$ cat src/rtl/keypad_time_encoder_pkg.sv
// Shared definitions for the microwave keypad time-entry encoder:
// digit/key widths, debounce FSM states and the one-hot key helpers.
package keypad_time_encoder_pkg;

   localparam int BCD_W     = 4;
   localparam int KEY_COUNT = 10;

   typedef enum logic [1:0] {
      IDLE     = 2'd0,
      PRESS_DB = 2'd1,
      HELD     = 2'd2,
      REL_DB   = 2'd3
   } kstate_t;

   function automatic logic key_valid(input logic [KEY_COUNT-1:0] oh);
      return $onehot(oh);
   endfunction

   function automatic logic [BCD_W-1:0] oh2bcd(input logic [KEY_COUNT-1:0] oh);
      logic [BCD_W-1:0] r;
      r = '0;
      for (int i = 0; i < KEY_COUNT; i++)
         if (oh[i]) r = BCD_W'(i);
      return r;
   endfunction

endpackage

$ cat src/rtl/keypad_debounce.sv
// Keypad synchroniser and press/release debounce FSM.
// Emits a one-cycle accept with the BCD code of the debounced key.
module keypad_debounce
   import keypad_time_encoder_pkg::*;
#(
   parameter int unsigned DEBOUNCE_CYCLES = 4,
   parameter int unsigned CNT_W           = 8
) (
   input  logic                 clk,
   input  logic                 reset,
   input  logic [KEY_COUNT-1:0] keypad,
   output logic                 accept,
   output logic [BCD_W-1:0]     code
);

   logic [KEY_COUNT-1:0] sync1, ks;
   logic [1:0]           vld;
   logic                 armed;
   kstate_t              state, state_n;
   logic [CNT_W-1:0]     cnt, cnt_n;
   logic [KEY_COUNT-1:0] cand, cand_n;

   // A key already down across reset stays ignored until all keys release.
   always_ff @(posedge clk or posedge reset) begin
      if (reset) begin
         sync1 <= '0;
         ks    <= '0;
         vld   <= '0;
         armed <= 1'b0;
         state <= IDLE;
         cnt   <= '0;
         cand  <= '0;
      end else begin
         sync1 <= keypad;
         ks    <= sync1;
         vld   <= {vld[0], 1'b1};
         armed <= armed | (vld[1] & ~|ks);
         state <= state_n;
         cnt   <= cnt_n;
         cand  <= cand_n;
      end
   end

   always_comb begin
      state_n = state;
      cnt_n   = cnt;
      cand_n  = cand;
      accept  = 1'b0;
      unique case (state)
         IDLE: begin
            if (armed && key_valid(ks)) begin
               state_n = PRESS_DB;
               cand_n  = ks;
               cnt_n   = CNT_W'(1);
            end
         end
         PRESS_DB: begin
            if (ks != cand) begin
               state_n = IDLE;
            end else if (cnt == CNT_W'(DEBOUNCE_CYCLES)) begin
               accept  = 1'b1;
               state_n = HELD;
            end else begin
               cnt_n = cnt + CNT_W'(1);
            end
         end
         HELD: begin
            if (ks == '0) begin
               state_n = REL_DB;
               cnt_n   = CNT_W'(1);
            end
         end
         REL_DB: begin
            if (ks != '0)
               state_n = HELD;
            else if (cnt == CNT_W'(DEBOUNCE_CYCLES))
               state_n = IDLE;
            else
               cnt_n = cnt + CNT_W'(1);
         end
         default: state_n = IDLE;
      endcase
   end

   assign code = oh2bcd(cand);

endmodule

$ cat src/rtl/keypad_time_encoder.sv
// Microwave time entry: debounced keys shift into min/sec_tens/sec_ones
// from the right; sec_over flags an un-normalised tens-of-seconds digit.
module keypad_time_encoder
   import keypad_time_encoder_pkg::*;
#(
   parameter int unsigned DEBOUNCE_CYCLES = 4,
   parameter int unsigned CNT_W           = 8
) (
   input  logic                 clk,
   input  logic                 reset,
   input  logic [KEY_COUNT-1:0] keypad,
   input  logic                 load_en,
   input  logic                 clear_entry,
   output logic [BCD_W-1:0]     min,
   output logic [BCD_W-1:0]     sec_tens,
   output logic [BCD_W-1:0]     sec_ones,
   output logic                 key_strobe,
   output logic [BCD_W-1:0]     key_code,
   output logic                 sec_over
);

   logic             accept;
   logic [BCD_W-1:0] code;

   keypad_debounce #(
      .DEBOUNCE_CYCLES (DEBOUNCE_CYCLES),
      .CNT_W           (CNT_W)
   ) u_db (
      .clk    (clk),
      .reset  (reset),
      .keypad (keypad),
      .accept (accept),
      .code   (code)
   );

   // sec_over tracks the value sec_tens takes on the same edge.
   always_ff @(posedge clk or posedge reset) begin
      if (reset) begin
         min        <= '0;
         sec_tens   <= '0;
         sec_ones   <= '0;
         key_strobe <= 1'b0;
         key_code   <= '0;
         sec_over   <= 1'b0;
      end else begin
         key_strobe <= accept;
         if (accept) key_code <= code;
         if (clear_entry) begin
            min      <= '0;
            sec_tens <= '0;
            sec_ones <= '0;
            sec_over <= 1'b0;
         end else if (accept && load_en) begin
            min      <= sec_tens;
            sec_tens <= sec_ones;
            sec_ones <= code;
            sec_over <= (sec_ones > BCD_W'(5));
         end
      end
   end

endmodule

$ cat config.mk
export PLATFORM = sky130hd
export DESIGN_NAME = keypad_time_encoder
export DESIGN_NICKNAME = d
export VERILOG_FILES = /design/src/rtl/keypad_time_encoder_pkg.sv /design/src/rtl/keypad_debounce.sv /design/src/rtl/keypad_time_encoder.sv
export SDC_FILE = /design/constraint.sdc
export NUM_CORES = 1
export LEC_CHECK = 0
export ABC_CLOCK_PERIOD_IN_PS = 11000
export CORE_MARGIN = 3
export CORE_UTILIZATION = 35
export DETAILED_ROUTE_END_ITERATION = 8
export GPL_TIMING_DRIVEN = 0
export PLACE_DENSITY = 0.61
export SETUP_SLACK_MARGIN = 0.3
export SLEW_MARGIN = 20
export SYNTH_ARGS = -nofsm -noshare
export SYNTH_HDL_FRONTEND = slang
export SYNTH_SLANG_ARGS = --single-unit
$ cat constraint.sdc
create_clock -name clk -period 11 [get_ports clk]
set_clock_uncertainty 0.1 [all_clocks]
set_input_delay 2.2 -clock clk [delete_from_list [all_inputs] [get_ports clk]]
set_output_delay 2.2 -clock clk [all_outputs]
set_load 0.05 [all_outputs]
==> metrics.md, run 1 <==
| Metric | Value |
|---|---|
| Cts hold-fix bufs | `0` |
| Drt drc | `0` |
| Final count of pins violating max slew | `0` |
| Pint | `0.374 mW` |
| Final HPWL DP | `3880 um` |
| Max H-tree Level | `3` |
| Post-CTS Resized | `0` |
| Syn avg cell area | `11.0 um^2` |
| Setup Crit Path Kind | `flop to flop` |
| PD cells | `144 nW/um^2` |
| Synth Area in Compound Gates | `9.60%` |
| Setup_tns | `0 ns` |
| Post-CTS Setup Bufs | `0` |
| Outcome | `completed` |
| Register share of total power | `48.4%` |
| Initial core utilization | `36.5%` |
| Min Tclk post-route | `4.36 ns` |
| Clock buffer depth | `2` |
| Clock root buffer | `clkbuf_8` |
| Via count | `1962` |
| Adder-Cell Fraction of Synth Area | `10.3%` |
| Net Sw Power | `0.132 mW` |
| Mapped Cells | `261` |
| First drt pass iteration count | `4` |
| Largest family of logic cells by synthesized area | `simple AND/OR/NAND/NOR gates` |
| Clock slew at reported path FFs | `0.07 ns` |
| Largest net degree at the start of global routing | `37` |
| Initial antenna violation count | `0` |
| Core Rows | `32` |
| Synthesized flop and latch total | `61` |
| Synth warn | `0` |
| Area Growth Syn to Fin | `22.7%` |
| Leakage | `1.73 nW` |
| Layout cells sized above 1 | `10.0%` |
| Total placed cells including tap cells | `395` |
| Main synth FF type | `dfrtp_1` |
| Unrepaired setup endpoints after global routing | `false` |
| Die area | `9320 um^2` |
| Routed Antenna Nets | `0` |
| Yosys cell types | `41` |
| Clock sinks | `61` |
| XOR/XNOR Fraction of Synth Area | `3.05%` |
| Die Span X | `96.5 um` |
| CORE AREA | `7850 um^2` |
| Die height | `96.5 um` |
| Total wire length | `5310 um` |
| Synth Net Count | `295` |
| # fillers | `764` |
| CP Capture Type | `flop` |
| Final setup viols | `0` |
| Mux cell area share after synthesis | `5.41%` |
| Worst endpoint data arrival time | `4.48 ns` |
| Max Freq | `229 MHz` |
| First-pass GRT wire length | `9070 um` |
| Post-Synthesis Cell Area | `2870 um^2` |
| CTS Buf Count | `9` |
| Final GP Congestion | `0.829` |
| CP startpoint kind | `flop` |
| Crit Path Max Fanout | `7` |
| Worst Tran Pin Value | `0.635 ns` |
| Number of global-route vias before repair | `1927` |
| Seq/Total Area, Yosys | `53.2%` |
| Total track usage | `12.9%` |
| Req. time, crit path | `11.12 ns` |
| NumNets Final | `338` |
| Post-synth EDFFs | `0` |
| DR iter-0 viols | `125` |
| I/O pin count | `32` |
| Fin crit share | `39.6%` |
| Final hold violations | `0` |
| Max-slew headroom | `57.3%` |
| Worst hold-check path type | `flop to flop` |
| Storage cell area | `1530 um^2` |
| Skew-Pair Late Insertion Delay | `0.33 ns` |
| Multi-input logic area | `1180 um^2` |
| Switching share of power | `26.0%` |
| Post-Synth Simple-Gate Area | `12.7%` |
| CTS tree | `built` |
| Clock power share | `37.9%` |
| Async set-reset flop share out of synthesis | `100%` |
| Port Buffers | `31` |
| Wirelength per Cell | `12.9 um` |
| Vias/cell | `4.77` |
| Diode count | `0` |
| Max-Cap Viols | `0` |
| Overflow left after global routing | `0` |
| Combinational share of power | `13.7%` |
| Peak VDD IR | `0.0000873 V` |
| Post-Layout Cell Count | `411` |
-- final timing paths --
path | startpoint | to | slack [ns] | depth (start not counted)
setup / recovery | u_db.ks[1] | u_db.cnt[2] | 6.64 | 15
setup reg to reg | u_db.ks[1] | u_db.cnt[2] | 6.64 | 15
hold / removal | u_db.sync1[0] | u_db.ks[0] | 0.25 | 0
max in group asynchronous | reset | u_db.state[0] | 8.23 | 3
hold reg to reg | u_db.sync1[0] | u_db.ks[0] | 0.25 | 0
min in group asynchronous | reset | u_db.sync1[2] | 2.09 | 2
-- cell usage in the layout, fill, tap and decap left out, types with 2 or more instances in the layout --
| cell | n |
|---|---|
| dfrtp_1 | 61 |
| inv_1 | 31 |
| clkdlybuf4s50_1 | 31 |
| nand2_1 | 21 |
| nor2_1 | 19 |
| o21ai_0 | 15 |
| ha_1 | 14 |
| mux2i_1 | 11 |
| xor2_1 | 10 |
| a21oi_1 | 10 |
| clkbuf_8 | 10 |
| nand3_1 | 7 |
| fa_1 | 6 |
| clkbuf_1 | 5 |
| mux2_2 | 4 |
| or4_1 | 4 |
| clkinv_2 | 4 |
| buf_2 | 3 |
| nand2b_1 | 3 |
| nor3_1 | 2 |
| nor4_1 | 2 |
| a221o_1 | 2 |
| or2_2 | 2 |
| or3_1 | 2 |
| a2111oi_0 | 2 |
| a21o_1 | 2 |
| and3_1 | 2 |
| nor3_2 | 2 |
| a211o_1 | 2 |
| o21ai_1 | 2 |
| a22o_1 | 2 |
-- routing by layer --
metal  global-route usage (%)  vias up  wire [um]
li1                         -      955          -
met2                     19.8       35       2570
met5                        0        -          0
met3                     4.26        8        242
met1                     16.6      964       2410
met4                     5.96        0         97
-- flip-flops by register name, summed over array words and instances (netlist names) --
register and count:
u_db.cand 10, u_db.ks 10, u_db.sync1 10, u_db.cnt 8, key_code 4, min 4
sec_ones 4, sec_tens 4, u_db.state 2, u_db.vld 2, key_strobe 1, sec_over 1
u_db.armed 1
-- metrics by stage --
stage                     total power, mW  hold slack (ns)  util [%]  area [um^2]  setup WS (ns)
after CTS                           0.515            0.251      44.9         3520           6.62
final                               0.506            0.249      44.9         3520           6.64
after global placement              0.315            0.232      42.1         3310           6.10
after global routing                0.536            0.255      44.9         3520           6.30
after floorplan                     0.296            0.231         -         2870           6.93
after detailed placement            0.320            0.236      42.4         3330           6.64
-- Yosys cell counts, types with 3 or more instances --
library cell / n / share of area (%)
nand2b_1: 3 / 0.65
o21ai_0: 15 / 2.6
nand2_1: 21 / 2.7
mux2i_1: 11 / 3.8
buf_2: 3 / 0.52
ha_1: 14 / 6.1
nand3_1: 7 / 1.2
mux2_2: 4 / 1.6
a21oi_1: 10 / 1.7
clkbuf_1: 4 / 0.52
xor2_1: 10 / 3.1
dfrtp_1: 61 / 53
inv_1: 32 / 4.2
or4_1: 4 / 1.0
nor2_1: 19 / 2.5
fa_1: 6 / 4.2
-- power by group through the flow --
stage / Sequential, mW / Clock [mW] / Combinational (mW)
2_1_floorplan: 0.247 / 0 / 0.0489
3_3_place_gp: 0.249 / 0 / 0.0662
3_5_place_dp: 0.249 / 0 / 0.0705
4_1_cts: 0.245 / 0.200 / 0.0706
5_1_grt: 0.247 / 0.208 / 0.0817
6_report: 0.245 / 0.192 / 0.0691
-- area by class of cell --
class	instances	area share, %
buffer	8	1.17
clock buffer	11	4.02
clock inverter	5	1.42
inverter	32	3.48
multi-input combinational	160	33.5
sequential	61	43.4
tap	102	3.63
timing repair buffer	32	9.38
-- critical path, stage by stage, from the launching register on --
cell	delay, ns
dfrtp_1	0.40
inv_1	0.08
ha_1	0.27
inv_1	0.05
fa_1	0.56
fa_1	0.41
inv_1	0.08
fa_1	0.19
inv_1	0.05
fa_1	0.38
a2111oi_0	0.39
a21oi_1	0.11
or4_1	0.41
clkbuf_1	0.18
a21boi_2	0.24
a221o_1	0.36
-- cell families (layout without fill, tap and decap cells) --
group	count (synthesis)	after routing
buffers and inverters	40	88
adder cells (fa/ha/maj)	20	20
XOR/XNOR	10	10
other	1	1
AND/OR/NAND/NOR	71	71
flip-flops	61	61
AO/OA/AOI/OAI	43	43
multiplexers	15	15
Power figures use the tool's default switching activity.
==> inputs of run 2 (changes only) <==
--- a/config.mk
+++ b/config.mk
@@ -5,12 +5,12 @@
 export SDC_FILE = /design/constraint.sdc
 export NUM_CORES = 1
 export LEC_CHECK = 0
-export ABC_CLOCK_PERIOD_IN_PS = 11000
+export ABC_CLOCK_PERIOD_IN_PS = 3690
 export CORE_MARGIN = 3
 export CORE_UTILIZATION = 35
 export DETAILED_ROUTE_END_ITERATION = 8
 export GPL_TIMING_DRIVEN = 0
-export PLACE_DENSITY = 0.61
+export PLACE_DENSITY = 0.63
 export SETUP_SLACK_MARGIN = 0.3
 export SLEW_MARGIN = 20
 export SYNTH_ARGS = -nofsm -noshare
==> constraint.sdc (replaced) <==
create_clock -name clk -period 3.69 [get_ports clk]
set_clock_uncertainty 0.1 [all_clocks]
set_input_delay 0.738 -clock clk [delete_from_list [all_inputs] [get_ports clk]]
set_output_delay 0.738 -clock clk [all_outputs]
set_load 0.05 [all_outputs]
==> run 2 against run 1 <==
Effect of this change: the run now ends with setup timing left; first-iteration DRC count decreased by 25%; core utilization increased by 4.1 points; sequential cell count unchanged; setup slack got worse by 7.0 ns; register-to-register slack got worse by 7.0 ns; critical path depth unchanged; clock power increased to 3.5 times the previous value; total power increased to 3.4 times the previous value.
==> metrics.md, run 2 (same netlist as run 1, synthesis figures left out) <==
| Metric | Value |
|---|---|
| Outcome | `finished with violations (was completed)` |
| Failing checks | `setup timing` |
| Worst hold-check path type | `flop to flop (unchanged)` |
| Vias/cell | `4.86 (was 4.77)` |
| First drt pass iteration count | `6 (was 4)` |
| Port Buffers | `31 (unchanged)` |
| Final HPWL DP | `3790 um (was 3880 um)` |
| Final hold violations | `0 (unchanged)` |
| Die area | `9320 um^2 (unchanged)` |
| Layout cells sized above 1 | `23.5% (was 10.0%)` |
| CP Capture Type | `flop (unchanged)` |
| DR iter-0 viols | `94 (was 125)` |
| Max-slew headroom | `55.0% (was 57.3%)` |
| Fin crit share | `111% (was 39.6%)` |
| CORE AREA | `7850 um^2 (unchanged)` |
| Largest net degree at the start of global routing | `34 (was 37)` |
| NumNets Final | `356 (was 338)` |
| Core Rows | `32 (unchanged)` |
| Clock root buffer | `clkbuf_8 (unchanged)` |
| Initial antenna violation count | `0 (unchanged)` |
| CTS Buf Count | `9 (unchanged)` |
| Final core area utilization | `48.9% (was 44.9%)` |
| Final count of pins violating max slew | `0 (unchanged)` |
| Cts hold-fix bufs | `0 (unchanged)` |
| Drt drc | `0 (unchanged)` |
| Final worst setup slack | `-0.388 ns (was 6.64 ns)` |
| Via count | `2083 (was 1962)` |
| Most frequent cells in the layout | `dfrtp_1 (61), clkdlybuf4s50_1 (31), inv_1 (22) (was dfrtp_1 (61), inv_1 (31), clkdlybuf4s50_1 (31))` |
| CP max-delay cell | `fa_1 (unchanged)` |
| Final setup viols | `20 (was 0)` |
| Max-Cap Viols | `0 (unchanged)` |
| Diode count | `0 (unchanged)` |
| Routed Antenna Nets | `0 (unchanged)` |
| Most common cell after layout, fill and taps aside | `dfrtp_1 (unchanged)` |
| Overflow left after global routing | `0 (unchanged)` |
| Crit Path Max Fanout | `7 (unchanged)` |
| CP peak stage delay | `0.55 ns (was 0.56 ns)` |
| # fillers | `727 (was 764)` |
| Setup_tns | `-5.95 ns (was 0 ns)` |
| Die height | `96.5 um (unchanged)` |
| Worst Tran Pin Value | `0.669 ns (was 0.635 ns)` |
| Final GP Congestion | `0.848 (was 0.829)` |
| Clock sinks | `61 (unchanged)` |
| Peak VDD IR | `0.000228 V (was 0.0000873 V)` |
| CTS tree | `built (unchanged)` |
| Area Growth Syn to Fin | `33.9% (was 22.7%)` |
| Initial core utilization | `36.5% (unchanged)` |
| Wirelength per Cell | `13.2 um (was 12.9 um)` |
| Max Freq | `245 MHz (was 229 MHz)` |
| Leakage | `1.87 nW (was 1.73 nW)` |
| Skew-Pair Late Insertion Delay | `0.34 ns (was 0.33 ns)` |
| Clock slew at reported path FFs | `0.07 ns (about the same)` |
| Regs by FF count | `u_db.cand x10, u_db.ks x10, u_db.sync1 x10 (unchanged)` |
| Die Span X | `96.5 um (unchanged)` |
| Max H-tree Level | `3 (unchanged)` |
| Worst path cell trace | `inv_2, ha_4, inv_2, fa_1, fa_1, inv_2, fa_2, inv_2, fa_2, a2111oi_4, a21oi_2, or4_4, buf_8, a21boi_4, a221o_1 (was inv_1, ha_1, inv_1, fa_1, fa_1, inv_1, fa_1, inv_1, fa_1, a2111oi_0, a21oi_1, or4_1, clkbuf_1, a21boi_2, a221o_1)` |
| Setup Crit Path Kind | `flop to flop (unchanged)` |
| PD cells | `445 nW/um^2 (was 144 nW/um^2)` |
| Unrepaired setup endpoints after global routing | `true (was false)` |
| First-pass GRT wire length | `9060 um (was 9070 um)` |
| I/O pin count | `32 (unchanged)` |
| Total wire length | `5650 um (was 5310 um)` |
| Req. time, crit path | `3.82 ns (was 11.12 ns)` |
| Worst endpoint data arrival time | `4.21 ns (was 4.48 ns)` |
| Most Frequent Cell on Critical Path | `inv_2` |
| Total track usage | `13.0% (was 12.9%)` |
| Clock buffer depth | `2 (unchanged)` |
| Min Tclk post-route | `4.08 ns (was 4.36 ns)` |
| Number of global-route vias before repair | `1934 (was 1927)` |
| CP startpoint kind | `flop (unchanged)` |
run 2: per-layer routing:
layer / wire length, um / GRT usage [%]
met1: 2440 / 16.4
met5: 0 / 0
met2: 2820 / 19.8
met4: 134 / 6.54
met3: 256 / 4.34
run 2: repair_timing:
action	CTS	global route
endpoints found under the setup margin	19	20
resized for setup	17	24
cloned	0	1
pin swaps	5	5
setup buffers	12	5
run 2: path summary, 6_finish.rpt:
| path | start | end | slack, ns | cells past startpoint |
|---|---|---|---|---|
| setup reg to reg | u_db.ks[5] | u_db.cnt[2] | -0.39 | 15 |
| hold reg to reg | u_db.sync1[6] | u_db.ks[6] | 0.24 | 0 |
| max in group asynchronous | reset | sec_over | 2.37 | 3 |
| min in group asynchronous | reset | u_db.cand[5] | 0.63 | 2 |
| setup / recovery | u_db.ks[5] | u_db.cnt[2] | -0.39 | 15 |
| hold / removal | u_db.sync1[6] | u_db.ks[6] | 0.24 | 0 |
run 2: where the power goes:
group	switching [mW]	internal (mW)	total, mW
sequential	0.0294	0.701	0.731
combinational	0.154	0.155	0.309
clock	0.254	0.415	0.669
run 2: worst max-delay path: cells and delay by family, from the launching register on:
| family | cells | cell delay, ns |
|---|---|---|
| fa+ha+maj | 5 | 1.83 |
| compound gates | 4 | 0.80 |
| simple gates | 1 | 0.50 |
| flops | 1 | 0.38 |
| buf+inv | 5 | 0.34 |
run 2: final cells by class:
cell class	instances	area, um^2	area share, %
clock buffer	12	155	4.04
sequential	61	1530	39.8
timing repair buffer	50	473	12.3
inverter	32	123	3.19
clock inverter	4	70.1	1.83
tap	102	128	3.32
multi-input combinational	160	1280	33.3
buffer	8	85.1	2.22
run 2: through the flow:
stage / instances / instance area (um^2) / hold WS, ns / setup slack (ns) / power, mW
floorplan: 261 / 2890 / 0.231 / -0.182 / 0.894
global placement: 394 / 3330 / 0.233 / -0.356 / 0.951
detailed placement: 395 / 3350 / 0.236 / -0.401 / 0.961
CTS: 423 / 3710 / 0.250 / -0.334 / 1.70
global route: 429 / 3840 / 0.253 / -0.497 / 1.80
finish: 429 / 3840 / 0.244 / -0.388 / 1.71
==> RTL edit 1: new RTL, config.mk and constraints of run 2 <==
`CNT_W` is set to 8 in 2 places; all go to 12.
--- a/src/rtl/keypad_debounce.sv
+++ b/src/rtl/keypad_debounce.sv
@@ -4,7 +4,7 @@
    import keypad_time_encoder_pkg::*;
 #(
    parameter int unsigned DEBOUNCE_CYCLES = 4,
-   parameter int unsigned CNT_W           = 8
+   parameter int unsigned CNT_W           = 12
 ) (
    input  logic                 clk,
    input  logic                 reset,
--- a/src/rtl/keypad_time_encoder.sv
+++ b/src/rtl/keypad_time_encoder.sv
@@ -4,7 +4,7 @@
    import keypad_time_encoder_pkg::*;
 #(
    parameter int unsigned DEBOUNCE_CYCLES = 4,
-   parameter int unsigned CNT_W           = 8
+   parameter int unsigned CNT_W           = 12
 ) (
    input  logic                 clk,
    input  logic                 reset,
Check against the original RTL: same outputs for any inputs over 10 cycles, from zero or initial values and one cycle with reset high; that may be too few to reach the edited logic, so the function may still have changed.
==> RTL edit 1 against run 2 <==
The flow still finishes with violations (negative setup slack); die area rose by 12%; worst setup slack gained 260 ps; area after synthesis rose by 13%; wire length up 19%; final area is 7.3% higher; count of clock-buffer cells in the layout decreased by 3; total power down 2.3%; sequential cell count up 4; critical path depth stayed put; clock power shrank 11%; sequential share of layout area fell by 0.29 points; critical endpoint is now u_db.cnt[1]; largest cell class unchanged.
==> RTL edit 1: results (changes against run 2) <==
status: "finished, violations left"  # unchanged
violations: "negative setup slack"  # unchanged
switching_share: 0.278  # was 0.256
hold_end: "u_db.ks[9]"  # was u_db.ks[6]
ctsResizeCount: 18  # was 17
post-cts-setup-buffers: 13  # was 12
setup_viol: 18  # was 20
pre_cts_slack_ps: -258  # was -401 ps
cts.path.max_buffers: 2  # unchanged
wl_um: 6710  # was 5650 um
first_pass_iters: 5  # was 6
regToRegSetupSlack_ps: -130  # was -390 ps
synth.area.mux_share: 0.0498  # was 0.0541
synth-compound-area-share: 0.124  # was 0.0960
worst_slack_ps: -126  # was -388 ps
synthesis.nets: 327  # was 295
buffers: 53  # was 58
met1_usage: 0.186  # was 0.164
met2_usage: 0.212  # was 0.198
irDropWorstVdd_v: 0.000259  # was 0.000228 V
clk_share: 0.0474  # was 0.0587
wl_met1_um: 3170  # was 2440 um
multi_input_gates: 185  # was 160
dpl.cell_count: 433  # was 395
async_flop_share: 1.00  # unchanged
placementRows: 34  # was 32
seq_cells: 65  # was 61
synth.area.top_cells: "dfrtp_1 50%, ha_1 5.4%, inv_1 4.3%"  # was dfrtp_1 53%, ha_1 6.1%, fa_1 4.2%
cp.arrival_ps: 3900  # was 4210 ps
buffer_area_frac: 0.117  # was 0.145
gp_congestion: 0.831  # was 0.848
n_fill_cell: 806  # was 727
synthAdderAreaFrac: 0.0911  # was 0.103
min_from: "u_db.sync1[9]"  # was u_db.sync1[6]
fin_util: 0.466  # was 0.489
met3_usage: 0.0451  # was 0.0434
r2r_end: "u_db.cnt[1]"  # was u_db.cnt[2]
multi_input_area_share: 0.374  # was 0.333
dr_total_vias: 2394  # was 2083
via_per_inst: 5.16  # was 4.86
drive_gt1_frac: 0.185  # was 0.235
met2WireLength_um: 3080  # was 2820 um
reg2reg_from: "u_db.ks[4]"  # was u_db.ks[5]
worstPathMaxFanout: 5  # was 7
dp_hpwl_um: 4460  # was 3790 um
placed_cell_area_mm2: 0.00373  # was 0.00335 mm2
grt_start_max_net_pins: 42  # was 34
worstMarginPinSlew_ps: 758  # was 669 ps
synth-xor-area-share: 0.0270  # was 0.0305
synth_cell_types: 50  # was 41
grt_pass1_vias: 2258  # was 1934
track_usage: 0.138  # was 0.130
nets: 385  # was 356
grt_pass1_wl_um: 11200  # was 9060 um
drt_iter0_drc: 109  # was 94
RTL edit 1: cell count changes after synthesis, moves of 7 or more:
cell and change:
nor2b_1 +7, nand2_1 -11, o221ai_1 +7, xor2_1 -10, xnor2_1 +10, o21ai_0 +10
RTL edit 1: how the worst max path moves through the flow:
stage                    start            to
global route        u_db.ks[5]   u_db.cnt[0]
finish              u_db.ks[4]   u_db.cnt[1]
floorplan           u_db.ks[4]  u_db.cand[0]
detailed placement  u_db.ks[4]   u_db.cnt[0]
global placement    u_db.ks[4]   u_db.cnt[0]
CTS                 u_db.ks[5]   u_db.cnt[1]
RTL edit 1: power by group through the flow:
stage / Sequential (W) / Clock, W / Combinational [W]
floorplan: 0.000786 / 0 / 0.000169
global placement: 0.000795 / 0 / 0.000221
detailed placement: 0.000795 / 0 / 0.000232
CTS: 0.000780 / 0.000615 / 0.000287
global route: 0.000787 / 0.000648 / 0.000326
finish: 0.000782 / 0.000598 / 0.000289
==> RTL edit 2: new RTL, settings of run 2 <==
Made on the original files. Reset style: synchronous (`reset`), changed in 2 clocked blocks.
--- a/src/rtl/keypad_debounce.sv
+++ b/src/rtl/keypad_debounce.sv
@@ -21,7 +21,7 @@
    logic [KEY_COUNT-1:0] cand, cand_n;
 
    // A key already down across reset stays ignored until all keys release.
-   always_ff @(posedge clk or posedge reset) begin
+   always_ff @(posedge clk) begin
       if (reset) begin
          sync1 <= '0;
          ks    <= '0;
--- a/src/rtl/keypad_time_encoder.sv
+++ b/src/rtl/keypad_time_encoder.sv
@@ -34,7 +34,7 @@
    );
 
    // sec_over tracks the value sec_tens takes on the same edge.
-   always_ff @(posedge clk or posedge reset) begin
+   always_ff @(posedge clk) begin
       if (reset) begin
          min        <= '0;
          sec_tens   <= '0;
Check against the original RTL: differs if reset is asserted again (counterexample within 10 cycles, from zero or initial values and one cycle with reset high); with reset held inactive, the same outputs for 10 cycles.
==> RTL edit 2 against run 2 <==
Worst setup slack better by 400 ps; area after synthesis about the same; fmax grew 11%; count of clock-buffer cells in the layout shrank 2; wire length increased by 7.7%; final area decreased by 4.3%; final cell count increased by 5.6%; sequential cell count stayed put; critical path type unchanged; largest cell class is now multi-input combinational cells.
Power is not compared: it rests on default switching activity, and its combinational part moved more than twofold at a synthesized area within 25%.
==> RTL edit 2: results (changes against run 2) <==
htreeDepth: 3  # unchanged
worstPathMaxFanout: 6  # was 7
n_fill_cell: 776  # was 727
slowest_delay_ps: 510  # was 550 ps
grt_pass1_wl_um: 10100  # was 9060 um
status: "finished, final reports clean"  # was finished, violations left
numCtsBuffers: 9  # unchanged
cp.arrival_ps: 3790  # was 4210 ps
first_pass_iters: 4  # was 6
reg.largest.list: "u_db.cand (10), u_db.ks (10), u_db.sync1 (10)"  # unchanged
cts_root_buf: "clkbuf_8"  # unchanged
gp_congestion: 0.888  # was 0.848
synth.area.top_cells: "dfxtp_1 43%, mux2i_1 7.7%, ha_1 6.1%"  # was dfrtp_1 53%, ha_1 6.1%, fa_1 4.2%
antenna_found_initial: 0  # unchanged
antennaDiodeCount: 0  # unchanged
track_usage: 0.144  # was 0.130
clock_latency_ps: 330
ctsHoldBuffers: 0  # unchanged
critPathSlowestCell: "fa_1"  # unchanged
worstMarginPinSlew_ps: 557  # was 669 ps
hold_viol_final: 0  # unchanged
cts.path.max_buffers: 2  # unchanged
yosys_warnings: 0  # unchanged
irDropWorstVdd_v: 0.000296
portBuffers: 31  # unchanged
grt_start_max_net_pins: 12  # was 34
p_leak_nw: 1.53
drt_iter0_drc: 80  # was 94
synthesis.nets: 327  # was 295
synth_cell_types: 43  # was 41
dp_hpwl_um: 4390  # was 3790 um
placed_cell_area_mm2: 0.00333  # was 0.00335 mm2
async_flop_share: 0  # was 1.00
drive_gt1_frac: 0.202  # was 0.235
ys_seq_area_frac: 0.426  # was 0.532
dr_total_vias: 2184  # was 2083
ys_top_cells_by_count: "61 x dfxtp_1, 32 x nor2_1, 30 x inv_1"  # was 61 x dfrtp_1, 32 x inv_1, 21 x nand2_1
worstHoldPathType: "reg -> reg"  # unchanged
antenna_left: 0  # unchanged
cpLargestDelayFamily: "adder cells"  # unchanged
nets: 380  # was 356
wl_um: 6090  # was 5650 um
cts.clk_slew.worst_paths_ps: 70  # about the same
grt_pass1_vias: 2096  # was 1934
pre_cts_slack_ps: -207  # was -401 ps
RTL edit 2: changes by cell type in the layout (fill, tap and decap cells not counted), moves of 9 or more:
cell | run 2 | this run
mux2i_1 | 11 | 22
o21ai_1 | 10 | 1
nor2_1 | 19 | 32
nand2_1 | 19 | 10
nor2b_1 | 0 | 23
dfxtp_1 | 0 | 55
dfrtp_1 | 61 | 0
RTL edit 2: path summary, 6_finish.rpt:
path	from	end	slack (ps)	cells past startpoint
setup / recovery	u_db.ks[2]	u_db.cnt[5]	10	15
setup reg to reg	u_db.ks[2]	u_db.cnt[5]	10	15
hold / removal	u_db.sync1[4]	u_db.ks[4]	330	1
hold reg to reg	u_db.sync1[4]	u_db.ks[4]	330	1
RTL edit 2: per-layer routing:
metal,up-vias,global-route usage,part of all wire
met2,35,0.226,0.48
met3,6,0.0488,0.046
li1,1107,-,-
met1,1036,0.186,0.47
met4,0,0.0456,0.0095
met5,-,0,0
RTL edit 2: per-stage QoR:
stage          std cells  utilization  power, W
6_report             453        0.468   0.00132
5_1_grt              453        0.468   0.00139
4_1_cts              451        0.461   0.00133
3_5_place_dp         426        0.424  0.000812
3_3_place_gp         426        0.424  0.000808
2_1_floorplan        293            -  0.000773
RTL edit 2: final cells by class:
type / count / area, um2 / area share
clock inverter: 6 / 38.8 / 0.0106
buffer: 8 / 50.0 / 0.0136
sequential: 61 / 1230 / 0.335
multi-input combinational: 194 / 1580 / 0.430
timing repair buffer: 42 / 405 / 0.110
tap: 102 / 128 / 0.0348
inverter: 30 / 113 / 0.0307
clock buffer: 10 / 128 / 0.0348
RTL edit 2: power breakdown:
part	leakage (nW)	switching, W	internal, W	total, W
logic	0.944	0.0000697	0.0000633	0.000133
registers	0.499	0.00000853	0.000672	0.000680
clock network	0.0824	0.000261	0.000242	0.000503
RTL edit 2: cell families (layout without fill, tap and decap cells):
| group | count (synthesis) | in the layout | share of synthesized area |
|---|---|---|---|
| simple gates | 105 | 105 | 0.209 |
| flops | 61 | 61 | 0.426 |
| buf+inv | 38 | 96 | 0.0524 |
| compound gates | 37 | 37 | 0.103 |
| mux | 22 | 22 | 0.0768 |
| fa+ha+maj | 20 | 20 | 0.103 |
| xor+xnor | 10 | 10 | 0.0306 |
RTL edit 2: repair_timing:
item,CTS,global route
resized for setup,13,9
hold endpoints to repair,0,0
endpoints found under the setup margin,19,19
setup buffers,9,2
pin swaps,14,7
